==> config.mk <==
export PLATFORM = sky130hd
export DESIGN_NAME = stream_demux
export DESIGN_NICKNAME = d
export VERILOG_FILES = /design/src/rtl/stream_demux_pkg.sv /design/src/rtl/stream_demux_chan.sv /design/src/rtl/stream_demux.sv
export SDC_FILE = /design/constraint.sdc
export NUM_CORES = 1
export LEC_CHECK = 0
export CORE_MARGIN = 2
export CORE_UTILIZATION = 40
export DETAILED_ROUTE_END_ITERATION = 8
export PLACE_DENSITY_LB_ADDON = 0.15
export RECOVER_POWER = 25
export SYNTH_ARGS = -nofsm -noshare
export SYNTH_HDL_FRONTEND = slang
export SYNTH_SLANG_ARGS = --single-unit
==> constraint.sdc <==
create_clock -name clk -period 1.85 [get_ports clk]
set_input_delay 0.185 -clock clk [delete_from_list [all_inputs] [get_ports clk]]
set_output_delay 0.185 -clock clk [all_outputs]
set_load 0.05 [all_outputs]
==> src/rtl/stream_demux_pkg.sv <==
// stream_demux_pkg
//   Shared definitions for the stream demultiplexer:
//   - FIFO_DEPTH / PTR_LEN : geometry of each per-channel FIFO
//   - level_t / LEVEL_FULL : occupancy type and its "full" value
//   - slice_lo()           : low bit of channel k within a flattened bus
package stream_demux_pkg;

    localparam int FIFO_DEPTH = 2;
    localparam int PTR_LEN    = 1;

    typedef logic [1:0] level_t;

    localparam level_t LEVEL_FULL = level_t'(FIFO_DEPTH);

    // Offset of channel k inside a bus that packs all channels side by side.
    function automatic int slice_lo(input int k, input int width);
        return k * width;
    endfunction

endpackage

==> src/rtl/stream_demux_chan.sv <==
// stream_demux_chan
//   One output channel of the demultiplexer: a 2-entry FIFO plus a counter
//   of completed output handshakes.
// Ports:
//   clk, rst_n  : clock, asynchronous active-low reset
//   push        : write push_data into the FIFO this cycle
//   push_data   : payload to store
//   out_ready   : downstream ready for this channel
//   out_valid   : FIFO not empty (head presented on out_data)
//   out_data    : FIFO head; holds the last popped beat while empty
//   level       : current occupancy (0..2)
//   xfer_cnt    : wrapping count of output handshakes
module stream_demux_chan
    import stream_demux_pkg::*;
#(
    parameter int DATA_LEN = 2,
    parameter int CNT_LEN  = 8
) (
    input  logic                clk,
    input  logic                rst_n,
    input  logic                push,
    input  logic [DATA_LEN-1:0] push_data,
    input  logic                out_ready,
    output logic                out_valid,
    output logic [DATA_LEN-1:0] out_data,
    output level_t              level,
    output logic [CNT_LEN-1:0]  xfer_cnt
);

    logic [DATA_LEN-1:0] mem [FIFO_DEPTH];
    logic [PTR_LEN-1:0]  rd_ptr;
    logic [PTR_LEN-1:0]  wr_ptr;
    logic                pop;

    assign out_valid = (level != '0);
    assign pop       = out_valid && out_ready;
    assign out_data  = mem[rd_ptr];

    // When the last beat leaves without a replacement, the read pointer moves
    // onto the free slot; copying the departing head there keeps out_data
    // steady while the channel sits empty.
    always_ff @(posedge clk or negedge rst_n) begin
        if (!rst_n) begin
            for (int i = 0; i < FIFO_DEPTH; i++) begin
                mem[i] <= '0;
            end
            rd_ptr   <= '0;
            wr_ptr   <= '0;
            level    <= '0;
            xfer_cnt <= '0;
        end else begin
            if (push) begin
                mem[wr_ptr] <= push_data;
                wr_ptr      <= wr_ptr + 1'b1;
            end else if (pop && level == level_t'(1)) begin
                mem[wr_ptr] <= mem[rd_ptr];
            end

            if (pop) begin
                rd_ptr   <= rd_ptr + 1'b1;
                xfer_cnt <= xfer_cnt + 1'b1;
            end

            case ({push, pop})
                2'b10:   level <= level + 1'b1;
                2'b01:   level <= level - 1'b1;
                default: level <= level;
            endcase
        end
    end

endmodule

==> src/rtl/stream_demux.sv <==
// stream_demux
//   1-to-NR_OUT valid/ready demultiplexer. Each input beat is routed by
//   in_key into a per-channel 2-entry FIFO, so one stalled sink does not
//   block traffic for the others.
// Ports:
//   clk, rst_n : clock, asynchronous active-low reset
//   in_valid   : input beat valid
//   in_ready   : a beat for in_key can be accepted this cycle
//   in_key     : destination channel
//   in_data    : payload
//   out_valid  : per-channel valid, bit k = channel k
//   out_ready  : per-channel ready
//   out_data   : channel k at [k*DATA_LEN +: DATA_LEN]
//   xfer_cnt   : channel k at [k*CNT_LEN +: CNT_LEN], output handshake count
module stream_demux
    import stream_demux_pkg::*;
#(
    parameter int NR_OUT   = 4,
    parameter int KEY_LEN  = 2,
    parameter int DATA_LEN = 2,
    parameter int CNT_LEN  = 8
) (
    input  logic                       clk,
    input  logic                       rst_n,
    input  logic                       in_valid,
    output logic                       in_ready,
    input  logic [KEY_LEN-1:0]         in_key,
    input  logic [DATA_LEN-1:0]        in_data,
    output logic [NR_OUT-1:0]          out_valid,
    input  logic [NR_OUT-1:0]          out_ready,
    output logic [NR_OUT*DATA_LEN-1:0] out_data,
    output logic [NR_OUT*CNT_LEN-1:0]  xfer_cnt
);

    level_t level [NR_OUT];
    logic   accept;

    // A full channel can still take a beat when its head leaves in the same
    // cycle; reset holds the input closed.
    always_comb begin
        in_ready = 1'b0;
        if (rst_n) begin
            in_ready = (level[in_key] < LEVEL_FULL) ||
                       (level[in_key] == LEVEL_FULL && out_ready[in_key]);
        end
    end

    assign accept = in_valid && in_ready;

    for (genvar k = 0; k < NR_OUT; k++) begin : g_chan
        stream_demux_chan #(
            .DATA_LEN (DATA_LEN),
            .CNT_LEN  (CNT_LEN)
        ) u_chan (
            .clk       (clk),
            .rst_n     (rst_n),
            .push      (accept && (in_key == KEY_LEN'(k))),
            .push_data (in_data),
            .out_ready (out_ready[k]),
            .out_valid (out_valid[k]),
            .out_data  (out_data[slice_lo(k, DATA_LEN) +: DATA_LEN]),
            .level     (level[k]),
            .xfer_cnt  (xfer_cnt[slice_lo(k, CNT_LEN) +: CNT_LEN])
        );
    end

endmodule

==> results_dict.tcl, run 1 <==
set metrics [dict create \
    period_share 0.979 \
    ctsHtreeMaxLevel 3 \
    drc 0 \
    drv_cap 0 \
    crit_start "g_chan[3].u_chan.rd_ptr" \
    ir_worst_vdd_uv 1080 \
    fin_nets 396 \
    antenna_found_initial 0 \
    use_met1 0.209 \
    cp_num_buf_inv 0 \
    cts-root-buf "clkbuf_8" \
    start_kind "flop" \
    r2r_slack_ns 0.04 \
    cp.depth 4 \
    yosysSeqAreaShare 0.492 \
    cts.sinks 64 \
    clock_latency_ns 0.34 \
    overflow 0 \
    yosys-top-cells-count "64 x dfrtp_1, 32 x xnor2_1, 30 x inv_1, 18 x nand2_1, 16 x ha_1" \
    synth_top_family_by_area "XOR/XNOR gates" \
    slew_headroom 0.523 \
    synthesis.instances 280 \
    crit_end "g_chan[3].u_chan.mem[3]" \
    ios 56 \
    globalRouteTotalUtil 0.153 \
    yosys.area_share.simple 0.113 \
    r2r-end "g_chan[3].u_chan.mem[3]" \
    netlist.area_leader.share 0.492 \
    grt_max_degree 58 \
    use_met3 0.0409 \
    clock_path_buffers 2 \
    path_cells "mux2_4 -> or4b_1 -> mux2i_1 -> o2bb2a_2" \
    chipWidth_microns 94.2 \
    synthesis.nets 307 \
    setup_viol 0 \
    rsz0062_at_grt "yes" \
    drive_gt1_frac 0.259 \
    grt_pass1_vias 2247 \
    synth_mux_area_frac 0.0661 \
    drv_slew 0 \
    viasPerCell 4.71 \
    portBuffers 55 \
    arrival_ns 2.04 \
    cts_tree "done" \
    area_delta_synth_final_pct 35.0 \
    critPathKind "flop to flop" \
    outcome "complete, no violations" \
    critPathTopFamily "multiplexers" \
    use_met2 0.230 \
    synth-edff-count 0 \
    place.gp.congestion 0.795 \
    finalPower_w 0.00865 \
    vias 2242 \
    synth_compound_area_frac 0.0957 \
    p_per_area_mw_per_mm2 1970 \
    chipHeight_microns 94.2 \
    grt_pass1_wl_mm 10.4 \
    hold_ws_ns 0.393 \
    synth_xor_area_frac 0.118 \
    mappedNetlistArea_sq_mm 0.00326 \
    timing.fmax_ghz 0.552 \
    rows 32 \
    reg2reg_depth 4 \
    yosysWarnings 0 \
    cts_buffers 9 \
    synth-async-reset-ratio 1.00 \
    finClkSkew_ns 0.0113 \
    synthFlopType "dfrtp_1" \
    avgRoutedWirePerCell_microns 13.3 \
    synth_area_leaders "dfrtp_1 49%, xnor2_1 8.6%, ha_1 6.1%" \
    core_sq_mm 0.00781 \
    synth_cell_types 33 \
    cp_slowest_stage_delay_ns 0.51 \
    syn_avg_cell_area_sq_um 11.6 \
    crit_required_ns 2.08 \
    first_iter_violations 52 \
    hold_viol_final 0 \
    start_util 0.417 \
    hp-class "primary input to async pin" \
    synth.most_common_cell "dfrtp_1" \
    period_needed_ns 1.81 \
    diodes 0 \
    worst_slew_pin_slew_ns 0.716 \
    dr.pass1.iters 4 \
    busiest_layer "met2" \
    path_max_fanout 3 \
    die_area_sq_mm 0.00888 \
    ys_ff_latch 64 \
    cp_slowest_cell "or4b_1" \
    leakage_nw 2.00 \
    synth-adder-area-share 0.0615 \
    clk_pin_slew_ns 0.07 \
    regToRegStartpoint "g_chan[3].u_chan.rd_ptr" \
    dpl.hpwl_mm 4.61 \
    antenna_left 0 \
    end_kind "flop" \
    synth_top_cell_by_area "dfrtp_1" \
    wirelength_mm 6.35 \
]
worst min-delay path by stage:
stage / depth (start not counted) / slack [ns] / from / to
after floorplan: 0 / -0.11 / rst_n / g_chan[0].u_chan.level[0]
after global placement: 2 / 0.20 / rst_n / g_chan[3].u_chan.level[0]
after detailed placement: 2 / 0.19 / rst_n / g_chan[3].u_chan.level[1]
after CTS: 3 / 0.38 / rst_n / g_chan[3].u_chan.level[0]
after global routing: 3 / 0.39 / rst_n / g_chan[2].u_chan.level[1]
final: 3 / 0.39 / rst_n / g_chan[3].u_chan.level[1]
cell type report:
class	instances	area, sq um
clock buffer	10	128
clock inverter	6	108
fill	695	3410
multi-input combinational	176	1530
inverter	30	113
timing repair buffer	88	790
sequential	64	1600
tap	102	128
layout by cell type (no fill, tap or decap), types with 3 or more instances in the layout:
cell	count
mux2_4	3
bufinv_16	3
xnor2_1	32
mux2i_2	3
mux2i_1	5
dfrtp_1	64
nand2_1	17
and3_1	8
clkdlybuf4s50_1	39
or4b_1	3
buf_4	40
nand3_1	11
a2bb2oi_1	5
clkbuf_8	9
or3b_2	3
xor2_1	12
ha_1	14
and4_1	4
and2_1	3
o21ai_0	7
nor2b_2	3
inv_1	26
o21a_1	3
mux2_2	9
o2bb2a_1	3
inv_2	4
a22oi_1	6
worst reg2reg max path, cell delays in order (launching register included):
cell	delay, ns
dfrtp_1	0.44
mux2_4	0.33
or4b_1	0.51
mux2i_1	0.19
o2bb2a_2	0.23
per-stage QoR:
| step | TNS, ns | setup WS [ns] | utilization | std cells | cell area (sq um) |
|---|---|---|---|---|---|
| 5_1_grt | -0.207 | -0.0503 | 0.563 | 476 | 4400 |
| 3_3_place_gp | -1.02 | -0.103 | 0.523 | 457 | 4080 |
| 2_1_floorplan | -0.00814 | -0.00407 | - | 280 | 3260 |
| 3_5_place_dp | -1.28 | -0.118 | 0.523 | 457 | 4080 |
| 4_1_cts | 0 | 0.00228 | 0.557 | 475 | 4350 |
| 6_report | 0 | 0.0380 | 0.563 | 476 | 4400 |
what timing repair did:
item,in CTS,in global routing
resized for setup,6,18
hold endpoints to repair,7,0
hold buffers,1,0
endpoints found under the setup margin,2,17
setup buffers,2,1
pin swaps,2,7
flip-flops by register name (all words and copies together) (netlist names):
signal / flops
g_chan.u_chan.mem: 16
g_chan.u_chan.rd_ptr: 4
g_chan.u_chan.xfer_cnt: 32
g_chan.u_chan.level: 8
g_chan.u_chan.wr_ptr: 4
power breakdown:
group | total, W | switching (W) | internal, W | leakage, nW
registers | 0.00257 | 0.000547 | 0.00202 | 0.766
clock network | 0.00144 | 0.000548 | 0.000891 | 0.116
logic | 0.00465 | 0.00271 | 0.00194 | 1.12
logic make-up after synthesis:
group	after synthesis
buffers and inverters	40
AO/OA/AOI/OAI	35
AND/OR/NAND/NOR	61
flip-flops	64
adder cells (fa/ha/maj)	16
XOR/XNOR	44
multiplexers	20
metal layers:
metal / share of wire / vias to the layer above
met2: 0.46 / 42
met3: 0.037 / 5
li1: - / 1124
met4: 0.012 / 0
met5: 0 / -
met1: 0.49 / 1071
Note: power is estimated with default switching activity, not from simulation.
==> run 2, diff against run 1 <==
--- a/config.mk
+++ b/config.mk
@@ -6,7 +6,7 @@
 export NUM_CORES = 1
 export LEC_CHECK = 0
 export CORE_MARGIN = 2
-export CORE_UTILIZATION = 40
+export CORE_UTILIZATION = 48
 export DETAILED_ROUTE_END_ITERATION = 8
 export PLACE_DENSITY_LB_ADDON = 0.15
 export RECOVER_POWER = 25
==> run 2 against run 1 <==
Compared with the run above: critical path depth is the same; hold slack lost 0.00079 ns; utilization grew 8.3 points; clock power shrank 11%; die area shrank 16%; combinational power is essentially flat; worst setup slack gained 0.016 ns; register-to-register slack gained 0.02 ns; sequential cell count is the same; first-iteration DRC count grew 79%; critical path type unchanged; critical endpoint is now g_chan[3].u_chan.mem[2]; largest power group unchanged.
==> results_dict.tcl, run 2 (synthesized netlist as in run 1, its figures left out) <==
set metrics [dict create \
    avgRoutedWirePerCell_microns 13.4 \
    period_share 0.971 \
    start_kind "flop" \
    drv_cap 0 \
    fin_setup_tns_ns 0 \
    hp-class "primary input to async pin" \
    outcome "complete, no violations" \
    r2r_slack_ns 0.05 \
    wirelength_mm 6.06 \
    path_max_fanout 3 \
    grt_pass1_wl_mm 10.2 \
    first_iter_violations 93 \
    drive_gt1_frac 0.237 \
    chipWidth_microns 86.4 \
    vias 2239 \
    clock_path_buffers 2 \
    portBuffers 55 \
    core_sq_mm 0.00668 \
    hold_viol_final 0 \
    fin_nets 394 \
    worst_slew_pin_slew_ns 1.17 \
    start_util 0.487 \
    layout_setup_ws_ns 0.0535 \
    ir_worst_vdd_uv 1000 \
    viasPerCell 4.95 \
    cts_buffers 9 \
    chipHeight_microns 86.4 \
    drv_slew 0 \
    largest_register_ffs 32 \
    clk_pin_slew_ns 0.07 \
    grt_max_degree 53 \
    arrival_ns 2.01 \
    clock_latency_ns 0.33 \
    grt_pass1_vias 2190 \
    antenna_found_initial 0 \
    leakage_nw 1.99 \
    drc 0 \
    fin_area_sq_mm 0.00432 \
    period_needed_ns 1.80 \
    final_cell_mix "64 x dfrtp_1, 39 x clkdlybuf4s50_1, 38 x buf_4, 32 x xnor2_1, 28 x inv_1" \
    dr.pass1.iters 4 \
    diodes 0 \
    globalRouteTotalUtil 0.175 \
    dpl.hpwl_mm 4.46 \
    rows 30 \
    hold_ws_ns 0.392 \
    end_kind "flop" \
    area_delta_synth_final_pct 32.6 \
    place.gp.congestion 0.783 \
    cts.sinks 64 \
    nFillCells 544 \
    final_common_cell "dfrtp_1" \
    ctsHtreeMaxLevel 3 \
    die_area_sq_mm 0.00746 \
    largest_register "g_chan.u_chan.xfer_cnt" \
    slew_headroom 0.221 \
    antenna_left 0 \
    critPathKind "flop to flop" \
    largest_registers "g_chan.u_chan.xfer_cnt: 32 flops, g_chan.u_chan.mem: 16 flops, g_chan.u_chan.level: 8 flops" \
    overflow 0 \
    timing.fmax_ghz 0.557 \
    cts-root-buf "clkbuf_8" \
    cts_tree "done" \
    crit_required_ns 2.06 \
    setup_viol 0 \
    ios 56 \
    rsz0062_at_grt "yes" \
    finClkSkew_ns 0.00690 \
    p_per_area_mw_per_mm2 1960 \
    dp_slack_ns -0.153 \
    dpl_cell_area_sq_mm 0.00400 \
]
==> run 2: cell type report <==
| class | count | area, sq um | area share |
|---|---|---|---|
| Sequential cell | 64 | 1600 | 0.371 |
| Multi-Input combinational cell | 176 | 1510 | 0.349 |
| Inverter | 30 | 113 | 0.0261 |
| Tap cell | 80 | 100 | 0.0232 |
| Clock buffer | 10 | 128 | 0.0296 |
| Clock inverter | 6 | 83.8 | 0.0194 |
| Timing Repair Buffer | 86 | 783 | 0.181 |
==> run 2: worst paths after layout <==
| path | from | to | cells past startpoint |
|---|---|---|---|
| max | g_chan[3].u_chan.rd_ptr | g_chan[3].u_chan.mem[2] | 4 |
| min | rst_n | g_chan[3].u_chan.xfer_cnt[0] | 3 |
| max reg2reg | g_chan[3].u_chan.rd_ptr | g_chan[3].u_chan.mem[2] | 4 |
| min reg2reg | g_chan[2].u_chan.xfer_cnt[7] | g_chan[2].u_chan.xfer_cnt[7] | 1 |
| max in group asynchronous | rst_n | g_chan[0].u_chan.xfer_cnt[4] | 3 |
| min in group clk | out_ready[1] | g_chan[1].u_chan.rd_ptr | 4 |
==> run 2: power breakdown <==
group / total [W] / internal, W / switching, W
Combinational: 0.00462 / 0.00191 / 0.00270
Sequential: 0.00255 / 0.00202 / 0.000530
Clock: 0.00128 / 0.000754 / 0.000529
==> run 2: critical path: stages, from the launching register on <==
cell	delay, ns
dfrtp_1	0.39
mux2_2	0.37
or4b_1	0.50
mux2i_1	0.19
o2bb2a_1	0.24
==> run 2: stage by stage <==
stage	total power, W	instances	utilization
after CTS	0.00840	447	0.635
after detailed placement	0.00705	428	0.599
after global placement	0.00697	428	0.599
after floorplan	0.00567	280	-
after global routing	0.00898	452	0.646
final	0.00845	452	0.646
==> run 2: timing repair <==
item / CTS / global route
pin swaps: 0 / 3
setup buffers: 2 / 5
endpoints found under the setup margin: 1 / 12
endpoints found under the hold margin: 12 / 0
hold buffers: 1 / 0
resized for setup: 1 / 13
==> run 2: layer usage <==
layer	vias up	global-route usage	share of wire
li1	1119	-	-
met1	1069	0.244	0.50
met2	42	0.269	0.45
met3	9	0.0305	0.034
met4	0	0.0767	0.015
met5	-	0	0
==> run 3, diff against run 2 <==
--- a/config.mk
+++ b/config.mk
@@ -6,7 +6,7 @@
 export NUM_CORES = 1
 export LEC_CHECK = 0
 export CORE_MARGIN = 2
-export CORE_UTILIZATION = 48
+export CORE_UTILIZATION = 53
 export DETAILED_ROUTE_END_ITERATION = 8
 export PLACE_DENSITY_LB_ADDON = 0.15
 export RECOVER_POWER = 25
==> constraint.sdc (replaced) <==
create_clock -name clk -period 1.83 [get_ports clk]
set_input_delay 0.183 -clock clk [delete_from_list [all_inputs] [get_ports clk]]
set_output_delay 0.183 -clock clk [all_outputs]
set_load 0.05 [all_outputs]
==> run 3 against run 2 <==
Compared with the run above: die area fell by 9.0%; clock-buffer cell count shrank 1; sequential power grew 2%; critical endpoint is now in_ready; largest power group unchanged; highest routed layer unchanged.
==> results_dict.tcl, run 3 (synthesized netlist as in run 1, its figures left out) <==
set metrics [dict create \
    p_per_area_mw_per_mm2 2010 \
    slew_headroom 0.568 \
    dpl.hpwl_mm 4.50 \
    clock_latency_ns 0.34 \
    leakage_nw 2.08 \
    final_util 0.752 \
    outcome "complete, no violations" \
    finalPower_w 0.00895 \
    clock_path_buffers 2 \
    wirelength_mm 6.57 \
    path_max_fanout 4 \
    portBuffers 55 \
    avgRoutedWirePerCell_microns 14.7 \
    largest_registers "g_chan.u_chan.xfer_cnt: 32 flops, g_chan.u_chan.mem: 16 flops, g_chan.u_chan.level: 8 flops" \
    m1WireLength_mm 2.89 \
    grt_pass1_wl_mm 11.0 \
    antenna_found_initial 0 \
    largest_register "g_chan.u_chan.xfer_cnt" \
    switching_share 0.440 \
    grt_pass1_vias 2326 \
    hp-class "primary input to async pin" \
    wl_met3_microns 259 \
    cts.sinks 64 \
    drv_slew 0 \
    vias 2315 \
    cp_slowest_stage_delay_ns 0.42 \
    critPathTopFamily "flip-flops" \
    internal_power_w 0.00501 \
    critPathKind "flop to primary output" \
    crit_required_ns 1.65 \
    antenna_left 0 \
    timing.fmax_ghz 0.548 \
    clk_pin_slew_ns 0.07 \
    cts-root-buf "clkbuf_8" \
    switchingPower_w 0.00394 \
    path_cells "nand2b_4 -> buf_4 -> nand3b_1 -> nand3_1 -> a21boi_2 -> buf_12" \
    power_frac_comb 0.546 \
    viasPerCell 5.17 \
    worst_slew_pin_slew_ns 0.649 \
    start_util 0.550 \
    overflow 0 \
    place.gp.congestion 0.803 \
    first_iter_violations 82 \
    arrival_ns 1.64 \
    diodes 0 \
    area_delta_synth_final_pct 36.8 \
    cp_num_buf_inv 2 \
    setup_viol 0 \
    wl_met2_mm 3.25 \
    seqPwrFrac 0.290 \
    ctsHtreeMaxLevel 3 \
    largest_register_ffs 32 \
    die_area_sq_mm 0.00679 \
    reg2reg_depth 5 \
    drc 0 \
    rsz0062_at_grt "yes" \
    core_sq_mm 0.00592 \
    ios 56 \
    dp_slack_ns -0.137 \
    final_common_cell "dfrtp_1" \
    cp_slowest_cell "dfrtp_1" \
    period_share 0.996 \
    grt_max_degree 52 \
    cts_tree "done" \
    cts_buffers 9 \
    start_kind "flop" \
    rows 28 \
    drv_cap 0 \
    dr.max_layer_used "met4" \
    fin_nets 395 \
    end_kind "primary output" \
    drive_gt1_frac 0.287 \
    dr.pass1.iters 4 \
    r2r-end "g_chan[2].u_chan.mem[2]" \
    ir_worst_vdd_uv 1290 \
    p_clk_frac 0.164 \
    r2r_slack_ns 0.02 \
    globalRouteTotalUtil 0.219 \
    chipHeight_microns 82.4 \
    chipWidth_microns 82.4 \
    finClkSkew_ns 0.00723 \
    regToRegStartpoint "g_chan[2].u_chan.level[0]" \
    hold_viol_final 0 \
    final_cell_mix "64 x dfrtp_1, 41 x buf_4, 35 x clkdlybuf4s50_1, 30 x xnor2_1, 27 x inv_1" \
    period_needed_ns 1.82 \
    layout_setup_ws_ns 0.00651 \
]
## run 3: cell count changes in the layout (fill, tap and decap cells not counted), moves of 3 or more
cell             previous run  this run
o2bb2a_2                    0         4
or4b_4                      0         3
o2bb2a_1                    5         1
dlymetal6s2s_1              2         6
buf_4                      38        41
clkdlybuf4s50_1            39        35
## run 3: through the flow
step                      instance area (sq um)  instances  TNS, ns  hold slack [ns]
after floorplan                            3270        280  -0.0481           -0.113
after global placement                     4010        424   -0.603           0.0261
after detailed placement                   4010        424    -1.33           0.0281
after CTS                                  4280        442  -0.0215           0.0645
after global routing                       4450        448   -0.258            0.128
final                                      4450        448        0           0.0602
## run 3: worst max-delay path by stage
| stage | cells past startpoint | from | slack, ns | endpoint |
|---|---|---|---|---|
| floorplan | 4 | g_chan[3].u_chan.rd_ptr | -0.02 | g_chan[3].u_chan.mem[2] |
| global placement | 7 | in_valid | -0.1 | g_chan[0].u_chan.level[1] |
| detailed placement | 6 | in_valid | -0.14 | g_chan[1].u_chan.level[0] |
| CTS | 4 | g_chan[3].u_chan.level[0] | -0.02 | in_ready |
| global route | 6 | g_chan[1].u_chan.level[0] | -0.08 | g_chan[1].u_chan.mem[2] |
| finish | 6 | g_chan[0].u_chan.level[0] | 0.007 | in_ready |
## run 3: timing repair
item                                   CTS  global route
hold buffers                             1             0
endpoints found under the hold margin   13             0
resized for setup                        4            32
setup endpoints to repair                7            23
buffers inserted                         1             6
pin swaps                                1             7
## run 3: cell type report
class,instances,area (sq um)
inverters,30,113
clock buffers,9,124
clock inverters,7,120
repair buffers,87,800
well taps,75,93.8
fillers,401,1470
flip-flops and latches,64,1600
multi-input cells,176,1600
## run 3: worst reg2reg max path: stages (launching register included)
cell	delay [ns]
dfrtp_1	0.40
inv_1	0.06
ha_1	0.22
or4b_4	0.54
mux2i_2	0.22
o2bb2a_2	0.25
## run 3: power by group through the flow
stage / combinational, W / sequential, W / clock, W
floorplan: 0.00232 / 0.00344 / 0
global placement: 0.00451 / 0.00258 / 0
detailed placement: 0.00459 / 0.00261 / 0
CTS: 0.00466 / 0.00259 / 0.00150
global route: 0.00524 / 0.00271 / 0.00157
finish: 0.00489 / 0.00260 / 0.00147
## run 3: routing by layer
layer  vias up  GRT usage
met2        47      0.353
li1       1132          -
met3        13     0.0533
met1      1123      0.278
met4         0     0.0983
met5         -          0
